### src/rtl/pipe_stage_skid.sv
// Inter-stage pipeline register with valid/ready handshake, flush-to-bubble,
// optional 2-entry skid buffer and saturating stall/bubble counters.
module pipe_stage_skid #(
  parameter int unsigned      WIDTH     = 128,
  parameter logic [WIDTH-1:0] NOP_VALUE = '0,
  parameter bit               SKID      = 1'b1,
  parameter int unsigned      CNT_WIDTH = 16
) (
  input  logic                 clock,
  input  logic                 reset,
  input  logic                 flush,
  input  logic                 up_valid,
  input  logic [WIDTH-1:0]     up_data,
  output logic                 up_ready,
  output logic                 dn_valid,
  output logic [WIDTH-1:0]     dn_data,
  input  logic                 dn_ready,
  output logic [CNT_WIDTH-1:0] stall_count,
  output logic [CNT_WIDTH-1:0] bubble_count
);

  typedef enum logic [1:0] {
    ST_EMPTY,
    ST_FULL,
    ST_SKID
  } state_t;

  state_t           state;
  state_t           state_next;
  logic [WIDTH-1:0] head;
  logic [WIDTH-1:0] head_next;
  logic [WIDTH-1:0] skid_data;
  logic [WIDTH-1:0] skid_next;
  logic             up_fire;
  logic             dn_fire;

  assign dn_valid = (state != ST_EMPTY);
  assign dn_data  = dn_valid ? head : NOP_VALUE;
  assign up_fire  = up_valid & up_ready;
  assign dn_fire  = dn_valid & dn_ready;

  generate
    if (SKID) begin : g_skid
      // Ready is registered from the next state, so dn_ready never reaches up_ready combinationally.
      logic ready_q;

      always_ff @(posedge clock) begin
        if (reset) begin
          ready_q <= 1'b1;
        end else begin
          ready_q <= (state_next != ST_SKID);
        end
      end

      assign up_ready = ready_q;
    end else begin : g_pass
      assign up_ready = ~dn_valid | dn_ready;
    end
  endgenerate

  always_comb begin
    state_next = state;
    head_next  = head;
    skid_next  = skid_data;
    unique case (state)
      ST_EMPTY: begin
        if (up_fire) begin
          state_next = ST_FULL;
          head_next  = up_data;
        end
      end
      ST_FULL: begin
        if (up_fire && dn_fire) begin
          head_next = up_data;
        end else if (up_fire) begin
          // Only reachable with the skid present: without it, up_fire in FULL implies dn_fire.
          state_next = ST_SKID;
          skid_next  = up_data;
        end else if (dn_fire) begin
          state_next = ST_EMPTY;
        end
      end
      ST_SKID: begin
        if (dn_fire) begin
          state_next = ST_FULL;
          head_next  = skid_data;
        end
      end
      default: begin
        state_next = ST_EMPTY;
      end
    endcase
    if (flush) begin
      state_next = ST_EMPTY;
    end
  end

  always_ff @(posedge clock) begin
    if (reset) begin
      state     <= ST_EMPTY;
      head      <= NOP_VALUE;
      skid_data <= NOP_VALUE;
    end else begin
      state     <= state_next;
      head      <= head_next;
      skid_data <= skid_next;
    end
  end

  always_ff @(posedge clock) begin
    if (reset) begin
      stall_count  <= '0;
      bubble_count <= '0;
    end else begin
      if (dn_valid && !dn_ready && (stall_count != '1)) begin
        stall_count <= stall_count + CNT_WIDTH'(1);
      end
      if (!dn_valid && dn_ready && (bubble_count != '1)) begin
        bubble_count <= bubble_count + CNT_WIDTH'(1);
      end
    end
  end

endmodule

### config.mk
export PLATFORM = sky130hd
export DESIGN_NAME = pipe_stage_skid
export DESIGN_NICKNAME = d
export VERILOG_FILES = /design/src/rtl/pipe_stage_skid.sv
export SDC_FILE = /design/constraint.sdc
export NUM_CORES = 1
export LEC_CHECK = 0
export ABC_CLOCK_PERIOD_IN_PS = 5350
export BUFFER_PORTS_ARGS = -buffer_cell sky130_fd_sc_hd__clkbuf_2
export CORE_MARGIN = 5
export CORE_UTILIZATION = 50
export DETAILED_ROUTE_END_ITERATION = 8
export PLACE_DENSITY = 0.75
export SYNTH_ARGS = -nofsm -noshare
export SYNTH_HDL_FRONTEND = slang
export SYNTH_SLANG_ARGS = --single-unit
export TNS_END_PERCENT = 20
### constraint.sdc
create_clock -name clock -period 5.35 [get_ports clock]
set_input_delay 1.07 -clock clock [delete_from_list [all_inputs] [get_ports clock]]
set_output_delay 1.07 -clock clock [all_outputs]
set_load 0.02 [all_outputs]
Yosys cells after proc, flatten, opt, wreduce, memory -nomap -nowiden
Cells that the tools add are included.
- output and inout port bits: 162
- logic and storage cells: 43
- input bits: 133
- register bits after elaboration: 291
- bitwise gates (word level): 3
- add/subtract/negate cells: 2
- equal/unequal tests: 8
- muxes and demuxes: 12
- reductions and logical operators: 12
- operators with widths (cell ; count):
    128-bit two-way mux ; 4
    128-bit case mux with 3 select lines ; 1
    16-bit by 1-bit adder with 16-bit output (second input constant) ; 2
    16-bit != test (second input constant) ; 2
    2-bit two-way mux ; 6
    2-bit != test (second input constant) ; 4
    2-bit case mux with 3 select lines ; 1
    1-bit logical AND ; 5
    4-bit AND reduction ; 1
    3-bit AND reduction ; 1
    3-bit nonzero test ; 1
    1-bit bitwise AND ; 2
    2-bit by 1-bit == test with 1-bit output (second input constant) ; 1
    2-bit == test (second input constant) ; 1
    1-bit logical NOT ; 2
    2-bit logical NOT ; 1
    2-bit nonzero test ; 1
    1-bit NOT ; 1

Logic depth before layout (Yosys ltp)
- depth after elaboration: 8
- depth in mapped cells: 7
- gate-level depth less buffers: 5

Least setup slack after synthesis
No wires, ideal clock.
- kind: input-to-reg
- start: in dn_ready
- end: reg stall_count[15]
- stages on the path: 4
- data arrival time: 2348 ps
- path slack: 2932 ps
- data required time: 5280 ps
- setup time: 70 ps
- path buffers: 0
- cells stage by stage: o21bai_1 -> or4_4 -> or4_1 -> a21oi_1
- cells in the longest elaborated chain, start to end: 3
- ends and longest elaborated chain (what ; line ; source):
    from (decl) ; 17 ; input logic dn_ready,
    1-bit logical NOT ; 115 ; if (dn_valid && !dn_ready && (stall_count != '1)) begin
    1-bit logical AND (2 in series) ; 115 ;
    to (signal assigned) ; 116 ; stall_count <= stall_count + CNT_WIDTH'(1);
    to (decl) ; 18 ; output logic [CNT_WIDTH-1:0] stall_count,
No other way between the ends.
A chain may end at the register's enable or synchronous reset.

Worst setup path in the final report
- start: reg state[1]
- end: out dn_data[118]
- cells in the longest elaborated chain, start to end: 2
- ends and longest elaborated chain (what ; line ; source):
    from (decl) ; 28 ; state_t state;
    from (signal assigned) ; 104 ; state <= state_next;
    2-bit nonzero test ; 37 ; assign dn_valid = (state != ST_EMPTY);
    128-bit two-way mux ; 38 ; assign dn_data = dn_valid ? head : NOP_VALUE;
    to (decl) ; 16 ; output logic [WIDTH-1:0] dn_data,
No other way between the ends.

==> key figures <==
Timing
  • Rel. slew slack: 0.233
  • Unrepaired setup endpoints after global routing: no
  • Final Setup Violations: 0
  • Hold Violations, Final: 0
  • Hold slack: 0.453 ns
  • Final Critical Period: 3.72 ns
  • Clk_skew: 0.0126 ns
  • Total negative setup slack: 0 ns
  • Worst Tran Pin Value: 1.15 ns
  • Final Max Tran Viols: 0
  • Period utilization: 0.695
  • Fmax: 0.269 GHz

Logic synthesis
  • Number of synthesized flops with an enable pin: 0
  • XOR/XNOR share of the synthesized area: 0.00210
  • FF+latch count, synth: a little under 300
  • Share of flip-flops with an asynchronous set or reset: 0
  • Syn nets: 1608
  • Synth Cell Area: 12500 µm²
  • Sequential fraction of the synthesis area: 0.465
  • Mux cell area share after synthesis: 0.110
  • Simple-gate share of the synthesized area: 0.226
  • Synth Area in Compound Gates: 0.154
  • Synth warnings: 0
  • Largest family of logic cells by synthesized area: simple AND/OR/NAND/NOR gates
  • Main flop type after synthesis: dfxtp_1
  • Mapped Cells: 1473
  • Yosys cell types: 45
  • Post-synthesis adder-cell area fraction: 0.00200
  • Syn avg cell area: 8.50 µm²

Power and ir drop
  • Clock network power share: 0.455
  • Peak supply drop: approximately 0.00021 V
  • Flop pwr share: 0.461
  • Power Internal: 3.86 mW
  • Combinational share of power: 0.085
  • Power Density: 332 nW/µm²
  • Sw Share: 0.235
  • Total power: 5.04 mW
  • Switching power: 1.18 mW
  • P_leak: 6.97 nW

Place
  • Placed Cells: approximately 2000
  • IO Port Bufs: 294
  • Detailed placer's ending HPWL: approximately 20000 µm
  • Placer Congestion: 0.818

Drt
  • Pre-Repair DR Iteration Count: 5
  • Wire per inst: around 15 µm
  • DRC Markers: 0
  • Post-detailed-route count of antenna-violating nets: 0
  • DRT iter0 DRCs: 667
  • Vias: 11000
  • DRT Wirelength: approximately 32000 µm
  • DR vias/cell: 5.38

Clock tree
  • Sink count of the clock tree: 291
  • H-tree Lvls: 1
  • Post-CTS resize count: 0
  • Clock Path Buffers: 3
  • Root Driver: clkbuf_16
  • CTS tree: done
  • Hold buffer count at cts: 0
  • Reg clk slew, reported paths: 0.06 ns
  • Skew-Pair Late Insertion Delay: 0.54 ns
  • # Post-CTS Setup Buffers: 0
  • Num CTS Buffers: 30

Min path
  • Hold Path Stages: 2
  • Hold EP: skid_data[118]
  • Hold Crit Class: reg -> reg
  • Min-delay src: skid_data[118]

Setup path
  • CP required: 4.28 ns
  • Max Fanout on Critical Path: 129
  • CP startpoint kind: register
  • Worst Reg-to-Reg Cells: 5
  • R2R Path Start: state[1]
  • Crit end category: primary output
  • Worst Path Arrival: approximately 2.7 ns
  • Worst Path Class, Setup: reg -> out
  • Critical R2R Capture: skid_data[39]
  • Flop2flop setup slack: 2.70 ns

Finish
  • Nets@finish: 1820
  • Finished Layout Cells: between 2000 and 2500
  • Area grow syn2layout: 21.1%
  • Most common cell after layout, fill and taps aside: clkbuf_2
  • Layout cell share with drive strength beyond 1: 0.218
  • Fillcell total: about 2200
  • Most frequent cells in the layout: 293 x clkbuf_2, 291 x dfxtp_1, 263 x nand2_1

Floorplan
  • Die ar.: 28300 µm²
  • Site row count: 58
  • Ports: roughly 300
  • Initial Util: 0.503
  • Core area: between 20000 and 25000 µm²
  • Die X: 168 µm
  • Die height: 168 µm

GRT
  • Grt ovf: 0
  • Gr usage total: 0.214
  • Vias in the first global route: 10400
  • Initial antenna violation count: 2
  • Largest net degree at the start of global routing: between 150 and 200
  • Global-route wire length before repair: 51900 µm

Flow run
  • Max cap viols: 0

Run status
  • Status: finished clean
==> kinds of logic after synthesis <==
group	count (synthesis)
simple gates	607
compound gates	308
flops	291
mux	137
buf+inv	125
xor+xnor	3
fa+ha+maj	2
==> worst max-delay path by stage <==
stage | end | depth (start not counted) | from
after floorplan | stall_count[15] | 4 | dn_ready
after global placement | skid_data[51] | 6 | dn_ready
after detailed placement | skid_data[2] | 6 | dn_ready
after CTS | dn_data[51] | 3 | state[1]
after global routing | dn_data[66] | 3 | state[1]
final | dn_data[118] | 3 | state[1]
==> worst max-delay path, cell delays in order (launching register included) <==
cell      delay (ns)
dfxtp_1         0.62
or2_4           0.86
and2_1          0.28
clkbuf_2        0.18
==> flip-flops by register name, summed over array words and instances, names as in the netlist <==
signal        flops
head            128
skid_data       128
bubble_count     16
stall_count      16
state             2
up_ready          1
==> synthesized netlist by cell type (8+ instances only) <==
library cell,n,area share
and2_1,130,0.065
mux2i_1,132,0.11
a21oi_1,150,0.060
buf_2,29,0.012
a211oi_1,128,0.077
nor2_1,139,0.042
o31ai_1,12,0.0072
or4_1,10,0.0060
dfxtp_1,291,0.47
clkbuf_1,84,0.025
nand4_1,14,0.0070
nand3_1,9,0.0036
or3_1,8,0.0040
o21ai_0,9,0.0036
nand2_1,264,0.079
==> cell type report <==
class	count	area (µm²)	share of cell area
antenna	2	5.00	0.000330
clock buffer	37	858	0.0566
clock inverter	19	259	0.0171
inverter	4	15.0	0.000990
multi-input combinational	1057	6220	0.410
sequential	291	5830	0.384
tap	330	413	0.0272
timing repair buffer	301	1570	0.104
==> per-stage QoR <==
| stage | cell area, µm² | utilization | setup WS, ns |
|---|---|---|---|
| 6_report | 15200 | 0.609 | 1.63 |
| 4_1_cts | 15200 | 0.609 | 1.65 |
| 3_3_place_gp | 14000 | 0.564 | 2.15 |
| 3_5_place_dp | 14000 | 0.564 | 2.05 |
| 2_1_floorplan | 12500 | - | 2.93 |
| 5_1_grt | 15200 | 0.609 | 1.46 |
==> layer usage <==
metal,part of all wire,global-route usage,vias to the layer above
met5,0,0,-
met4,0.038,0.0822,0
met3,0.072,0.0463,79
met2,0.46,0.354,338
met1,0.43,0.274,5050
li1,-,-,5507
==> power by group through the flow <==
stage | sequential (mW) | clock (mW) | combinational (mW)
2_1_floorplan | 2.35 | 0 | 0.289
3_3_place_gp | 2.36 | 0 | 0.419
3_5_place_dp | 2.37 | 0 | 0.428
4_1_cts | 2.32 | 2.34 | 0.430
5_1_grt | 2.33 | 2.44 | 0.479
6_report | 2.32 | 2.29 | 0.428
Note: power is estimated with default switching activity, not from simulation.
